===== src/rtl/controle_multiciclo.sv =====
// Multi-cycle MIPS main control: sequences fetch/decode/execute/memory/write-back,
// drives datapath strobes combinationally and counts retired instructions.
module controle_multiciclo (
  input  logic        clock,
  input  logic        reset,
  input  logic [5:0]  opcode,
  input  logic        zero,
  input  logic        memPronto,
  output logic        sinalDoControleMux3,
  output logic [1:0]  aluOp,
  output logic        regDst,
  output logic        memToReg,
  output logic        regWrite,
  output logic        memRead,
  output logic        memWrite,
  output logic        irWrite,
  output logic        pcWrite,
  output logic        pcSrcBranch,
  output logic        jump,
  output logic        instrInvalida,
  output logic [2:0]  estado,
  output logic [15:0] contadorInstrucoes
);

  localparam logic [2:0] BUSCA      = 3'd0;
  localparam logic [2:0] DECODIFICA = 3'd1;
  localparam logic [2:0] EXECUTA    = 3'd2;
  localparam logic [2:0] MEMORIA    = 3'd3;
  localparam logic [2:0] ESCRITA    = 3'd4;

  localparam logic [5:0] OP_R    = 6'b000000;
  localparam logic [5:0] OP_LW   = 6'b100011;
  localparam logic [5:0] OP_SW   = 6'b101011;
  localparam logic [5:0] OP_BEQ  = 6'b000100;
  localparam logic [5:0] OP_ADDI = 6'b001000;
  localparam logic [5:0] OP_J    = 6'b000010;

  logic [2:0] estadoAtual;
  logic [2:0] proxEstado;
  logic       retira;
  logic       opcodeValido;

  assign estado = estadoAtual;
  assign opcodeValido = (opcode == OP_R)   || (opcode == OP_LW)   || (opcode == OP_SW) ||
                        (opcode == OP_BEQ) || (opcode == OP_ADDI) || (opcode == OP_J);

  always_ff @(posedge clock or posedge reset) begin
    if (reset) begin
      estadoAtual        <= BUSCA;
      contadorInstrucoes <= 16'd0;
    end else begin
      estadoAtual <= proxEstado;
      if (retira)
        contadorInstrucoes <= contadorInstrucoes + 16'd1;
    end
  end

  always_comb begin
    proxEstado = BUSCA;
    retira     = 1'b0;
    case (estadoAtual)
      BUSCA:      proxEstado = memPronto ? DECODIFICA : BUSCA;
      DECODIFICA: proxEstado = opcodeValido ? EXECUTA : BUSCA;
      EXECUTA: begin
        if (opcode == OP_LW || opcode == OP_SW)
          proxEstado = MEMORIA;
        else if (opcode == OP_R || opcode == OP_ADDI)
          proxEstado = ESCRITA;
        else if (opcode == OP_BEQ || opcode == OP_J)
          retira = 1'b1;
      end
      MEMORIA: begin
        if (!memPronto)
          proxEstado = MEMORIA;
        else if (opcode == OP_LW)
          proxEstado = ESCRITA;
        else
          retira = (opcode == OP_SW);
      end
      ESCRITA: retira = 1'b1;
      default: proxEstado = BUSCA;
    endcase
  end

  always_comb begin
    sinalDoControleMux3 = 1'b0;
    aluOp               = 2'b00;
    regDst              = 1'b0;
    memToReg            = 1'b0;
    regWrite            = 1'b0;
    memRead             = 1'b0;
    memWrite            = 1'b0;
    irWrite             = 1'b0;
    pcWrite             = 1'b0;
    pcSrcBranch         = 1'b0;
    jump                = 1'b0;
    instrInvalida       = 1'b0;
    // Everything stays quiet while reset is held, even the fetch read.
    if (!reset) begin
      case (estadoAtual)
        BUSCA: begin
          memRead = 1'b1;
          irWrite = memPronto;
          pcWrite = memPronto;
        end
        DECODIFICA: instrInvalida = !opcodeValido;
        EXECUTA: begin
          sinalDoControleMux3 = (opcode == OP_LW) || (opcode == OP_SW) || (opcode == OP_ADDI);
          if (opcode == OP_BEQ)
            aluOp = 2'b01;
          else if (opcode == OP_R)
            aluOp = 2'b10;
          if (opcode == OP_BEQ) begin
            pcSrcBranch = 1'b1;
            pcWrite     = zero;
          end
          if (opcode == OP_J) begin
            jump    = 1'b1;
            pcWrite = 1'b1;
          end
        end
        MEMORIA: begin
          sinalDoControleMux3 = 1'b1;
          memRead  = (opcode == OP_LW);
          memWrite = (opcode == OP_SW);
        end
        ESCRITA: begin
          regWrite            = 1'b1;
          regDst              = (opcode == OP_R);
          memToReg            = (opcode == OP_LW);
          sinalDoControleMux3 = (opcode == OP_ADDI);
        end
        default: ;
      endcase
    end
  end

endmodule

===== config.mk =====
export PLATFORM = sky130hd
export DESIGN_NAME = controle_multiciclo
export DESIGN_NICKNAME = d
export VERILOG_FILES = /design/src/rtl/controle_multiciclo.sv
export SDC_FILE = /design/constraint.sdc
export NUM_CORES = 1
export LEC_CHECK = 0
export ABC_AREA = 1
export BUFFER_PORTS_ARGS = -buffer_cell sky130_fd_sc_hd__buf_2
export CAP_MARGIN = 5
export CORE_UTILIZATION = 46
export CTS_BUF_LIST = sky130_fd_sc_hd__clkbuf_16
export CTS_CLUSTER_SIZE = 10
export DETAILED_ROUTE_END_ITERATION = 12
export GPL_TIMING_DRIVEN = 0
export PLACE_DENSITY = 0.72
export SYNTH_ARGS = -nofsm -noshare
export SYNTH_HDL_FRONTEND = slang
export SYNTH_SLANG_ARGS = --single-unit

===== constraint.sdc =====
create_clock -name clock -period 5.2 [get_ports clock]
set_clock_uncertainty 0.2 [all_clocks]
set_input_delay 0.78 -clock clock [delete_from_list [all_inputs] [get_ports clock]]
set_output_delay 0.78 -clock clock [all_outputs]
set_load 0.05 [all_outputs]

==> results.json, run 1 <==
{
  "outcome": "complete, no violations",
  "grt_pass1_wl_microns": 5640,
  "path_max_fanout": 22,
  "hold_viol": 0,
  "path_class": "in -> out",
  "setup_ws_ns": 1.87,
  "clock_path_buffers": 2,
  "grt_max_degree": 23,
  "synth_area_leader_cell": "dfrtp_1",
  "slew_viol_final": 0,
  "grt_pass1_vias": 1280,
  "cts-buffers-inserted": 3,
  "fin_setup_tns_ns": 0,
  "dieWidth_microns": 59.2,
  "cts_resized": 0,
  "cp-end-kind": "output pin",
  "drt-initial-drc-count": 81,
  "fillers": 318,
  "synth_nets": 233,
  "postCtsSetupRepairBufs": 0,
  "core_area_sq_um": 3080,
  "antenna_found_initial": 0,
  "num_rows": 20,
  "dpl.cell_count": 306,
  "relSlewSlack_pct": 45.5,
  "die_area_sq_um": 3510,
  "grt.overflow.total": 0,
  "tightest_slew_ns": 0.817,
  "final_cell_area_sq_um": 1840,
  "clock_latency_ns": 0.25,
  "yosys-top-cells-area": "dfrtp_1, nand2_1, nand4_1, nor2_1, inv_1",
  "ir_drop_v": 0.000140,
  "min_path_type": "reg -> reg",
  "die_height_microns": 59.2,
  "slowest_stage": "inv_1",
  "drt_wl_total_microns": 3510,
  "power.density_nw_per_um2": 194,
  "ys_ff_latch": 19,
  "pre_cts_ws_ns": 1.78,
  "post-route-period-util_pct": 64.0,
  "grt_use_total_pct": 21.3,
  "fmax_ghz": 0.300,
  "ys_seq_area_share_pct": 31.6,
  "setup_violations": 0,
  "setup.worst_path.start": "reset",
  "clkSinkCount": 19,
  "worstHoldStart": "contadorInstrucoes[15]",
  "p_leak_nw": 1.04,
  "start_util_pct": 48.9,
  "r2r_start": "contadorInstrucoes[1]",
  "synth_area_per_cell_sq_um": 6.79,
  "final_common_cell": "nand2_1",
  "final_cells": 310,
  "syn_area_sq_um": 1510,
  "layout_common_cells": "nand2_1, buf_2, nor2_1, inv_1, nand4_1",
  "rsz0062_at_grt": "no",
  "synth_top_area_share_pct": 31.6,
  "nets": 278,
  "clkTransAtPathRegs_ns": 0.05,
  "place_hpwl_microns": 2670,
  "cts_root_buffer": "clkbuf_16",
  "drc": 0,
  "timing.final.crit_period_ns": 3.33,
  "htree_levels": 1,
  "num_vias": 1548,
  "critPathLaunchType": "primary input",
  "syn_inst": 222,
  "tritoncts": "yes",
  "cap_violations": 0,
  "insertedDiodeCount": 0,
  "flow.area_growth_from_synthesis_pct": 22.2,
  "first_pass_iters": 4,
  "hold_buffers": 0,
  "worstPathRequired_ns": 4.22,
  "io_buffers": 40,
  "synthDistinctLibCells": 27,
  "wl_per_cell_microns": 11.3,
  "place_congestion": 0.799,
  "place_area_sq_um": 1760,
  "critPathMaxStageDelay_ns": 0.65,
  "viasPerCell": 4.99,
  "cp_cell_sequence": "clkbuf_1 -> inv_1 -> nand2_1 -> nor2_1 -> buf_4 -> buf_2",
  "ys_warn_count": 0,
  "cp.arrival_ns": 2.35,
  "ios": 42,
  "drtAntennaViolNets": 0,
  "layout-drive-gt1-share_pct": 27.4
}
## power by group
group | internal [mW] | leakage (nW) | switching (mW)
sequential | 0.150 | 0.264 | 0.00277
clock | 0.102 | 0.0423 | 0.0547
combinational | 0.0113 | 0.730 | 0.0357
## worst max-delay path: cells and delay by family
| kind | cells | cell delay, ns |
|---|---|---|
| buffers and inverters | 4 | 1.20 |
| AND/OR/NAND/NOR | 2 | 0.36 |
## per-stage QoR
step	total power, mW	hold slack [ns]	utilization [%]
after global routing	0.373	0.405	59.8
after global placement	0.202	0.363	57.2
final	0.357	0.392	59.8
after detailed placement	0.203	0.380	57.2
after floorplan	0.189	0.619	-
after CTS	0.358	0.393	59.8
## area by class of cell
type	instances	area [sq um]	area share, %
multi-input combinational	173	895	48.6
sequential	19	475	25.8
timing repair buffer	40	200	10.9
inverter	23	86.3	4.69
clock buffer	3	75.1	4.08
tap	44	55.1	2.99
buffer	7	50.0	2.72
clock inverter	1	3.75	0.204
## per-layer routing
metal	wire, microns	GRT usage [%]	vias to the layer above
li1	-	-	811
met1	1610	26.1	681
met2	1700	37.6	50
met3	164	1.97	6
met4	43	9.18	0
met5	0	0	-
## worst paths after layout
check	endpoint	slack, ns	cells after the start
max in group asynchronous	contadorInstrucoes[9]	3.66	2
hold / removal	contadorInstrucoes[15]	0.39	2
hold reg to reg	contadorInstrucoes[15]	0.39	2
setup / recovery	aluOp[0]	1.87	6
setup reg to reg	contadorInstrucoes[14]	3.46	8
min in group asynchronous	estado[1]	0.63	2
## synthesized netlist by cell type
cell,n
nand3_2,3
nand2_1,69
xor2_1,5
inv_1,21
nand3_1,14
ha_1,1
clkbuf_1,2
and2_1,1
nor2_4,2
inv_2,2
nor4_1,1
buf_2,3
nand4_1,21
o21a_1,1
nor3_1,2
nor2_1,26
nand2_2,12
nand2_4,1
o21ai_0,4
a21oi_1,1
nor2_2,3
buf_4,1
buf_12,1
dfrtp_1,19
xnor2_1,2
nand3_4,2
nand3b_1,2
## cell families after synthesis
group	synth area share (%)
and+or+nand+nor	52.3
xor gates and xnor gates	4.07
AOI/OAI and AO/OA	2.16
adders and majority gates	0.830
buffers and inverters	9.05
DFF	31.6
## flip-flops by register name, indices dropped and copies added, names as in the netlist
name and count:
contadorInstrucoes 16, estado 3
(Power assumes the default switching activity.)
==> run 2: changes to the inputs <==
clock period = 3.23 ns   (was 5.2 ns; I/O delays follow)
==> run 2 against run 1 <==
Net effect: core utilization increased by 0.20 points; clock power increased by 62%; global-route usage decreased by 0.063 points; critical path depth unchanged; largest cell class unchanged; largest power group unchanged.
==> results.json, run 2 (synthesis results as in run 1) <==
{
  "insertedDiodeCount": 0,
  "drtAntennaViolNets": 0,
  "cap_violations": 0,
  "start_util_pct": 48.9,
  "endpoint": "aluOp[0]",
  "nets": 278,
  "multi_input_area_sq_um": 901,
  "grt_pass1_vias": 1310,
  "cp.arrival_ns": 2.05,
  "min_path_type": "in -> async",
  "first_pass_iters": 4,
  "num_vias": 1513,
  "slowest_stage": "inv_1",
  "place_hpwl_microns": 2640,
  "top_register": "contadorInstrucoes",
  "io_buffers": 40,
  "die_height_microns": 59.2,
  "r2r_start": "contadorInstrucoes[1]",
  "critPathLaunchType": "primary input",
  "regArea_sq_um": 475,
  "grt_use_total_pct": 21.2,
  "post-route-period-util_pct": 84.7,
  "flow.area_growth_from_synthesis_pct": 22.6,
  "grt.overflow.total": 0,
  "largest_register_ffs": 16,
  "worstPathRequired_ns": 2.55,
  "core_area_sq_um": 3080,
  "fmax_ghz": 0.365,
  "clock_latency_ns": 0.25,
  "grt_pass1_wl_microns": 5650,
  "clkTransAtPathRegs_ns": 0.05,
  "final_cell_area_sq_um": 1850,
  "clkSinkCount": 19,
  "die_area_sq_um": 3510,
  "utilization_pct": 60.0,
  "r2r-end": "contadorInstrucoes[10]",
  "outcome": "complete, no violations",
  "hold_buffers": 0,
  "setup_ws_ns": 0.493,
  "place_area_sq_um": 1770,
  "ir_drop_v": 0.000261,
  "p_leak_nw": 1.04,
  "place_congestion": 0.809,
  "drc": 0,
  "grt_max_degree": 23,
  "tightest_slew_ns": 0.832,
  "ios": 42,
  "setup_violations": 0,
  "rsz0062_at_grt": "no",
  "dieWidth_microns": 59.2,
  "rrSetupSlack_ns": 1.56,
  "clock_path_buffers": 2,
  "cp-end-kind": "output pin",
  "tritoncts": "yes",
  "htree_levels": 1,
  "cts_root_buffer": "clkbuf_16",
  "postCtsSetupRepairBufs": 0,
  "drt_wl_total_microns": 3410,
  "viasPerCell": 4.88,
  "path_class": "in -> out",
  "fin_setup_tns_ns": 0,
  "layout_common_cells": "nand2_1, buf_2, nor2_1, inv_1, nand4_1",
  "timing.final.crit_period_ns": 2.74,
  "power.density_nw_per_um2": 312,
  "drt-initial-drc-count": 61,
  "r2r_cells": 8,
  "setup.worst_path.start": "reset",
  "relSlewSlack_pct": 44.5,
  "final_common_cell": "nand2_1",
  "hold_viol": 0,
  "num_rows": 20,
  "cts_resized": 0,
  "cp_cell_sequence": "clkbuf_1 -> inv_1 -> nand2_1 -> nor2_1 -> buf_4 -> buf_2",
  "fillers": 303,
  "wl_per_cell_microns": 11.0,
  "pre_cts_ws_ns": 0.428,
  "holdWs_ns": 0.344,
  "slew_viol_final": 0,
  "layout-drive-gt1-share_pct": 27.8,
  "path_max_fanout": 22,
  "antenna_found_initial": 0,
  "critPathMaxStageDelay_ns": 0.66,
  "cts-buffers-inserted": 3
}
## run 2: area by class of cell
class,instances,area share (%)
Multi-Input combinational cell,173,48.8
Sequential cell,19,25.7
Timing Repair Buffer,40,10.8
Inverter,23,4.67
Clock buffer,3,4.07
Tap cell,44,2.98
Buffer,7,2.71
Clock inverter,1,0.203
## run 2: metal layers
layer  global-route usage, %  up-vias  wire length (microns)
li1                        -      809                      -
met1                    24.6      655                   1530
met2                    39.2       43                   1640
met3                    4.59        6                    189
met4                    5.10        0                     45
met5                       0        -                      0
## run 2: worst max-delay path, delay by kind of cell
kind | cells | cell delay [ns]
buf+inv | 4 | 1.20
simple gates | 2 | 0.36
## run 2: worst min-delay path by stage
stage	from	end	slack, ns	cells past startpoint
4_1_cts	memPronto	estado[2]	0.36	3
5_1_grt	memPronto	estado[2]	0.39	3
3_5_place_dp	contadorInstrucoes[15]	contadorInstrucoes[15]	0.37	2
6_report	reset	estado[0]	0.34	2
2_1_floorplan	memPronto	estado[2]	0.43	2
3_3_place_gp	contadorInstrucoes[15]	contadorInstrucoes[15]	0.36	2
## run 2: where the power goes
group / internal (mW) / leakage (nW) / total [mW] / switching, mW
clock: 0.165 / 0.0423 / 0.254 / 0.0896
sequential: 0.242 / 0.264 / 0.246 / 0.00451
combinational: 0.0182 / 0.730 / 0.0753 / 0.0571
total: 0.425 / 1.04 / 0.576 / 0.151
## run 2: through the flow
stage          instances  power, mW
2_1_floorplan        222      0.304
3_3_place_gp         306      0.326
3_5_place_dp         306      0.326
4_1_cts              310      0.578
5_1_grt              310      0.601
6_report             310      0.576
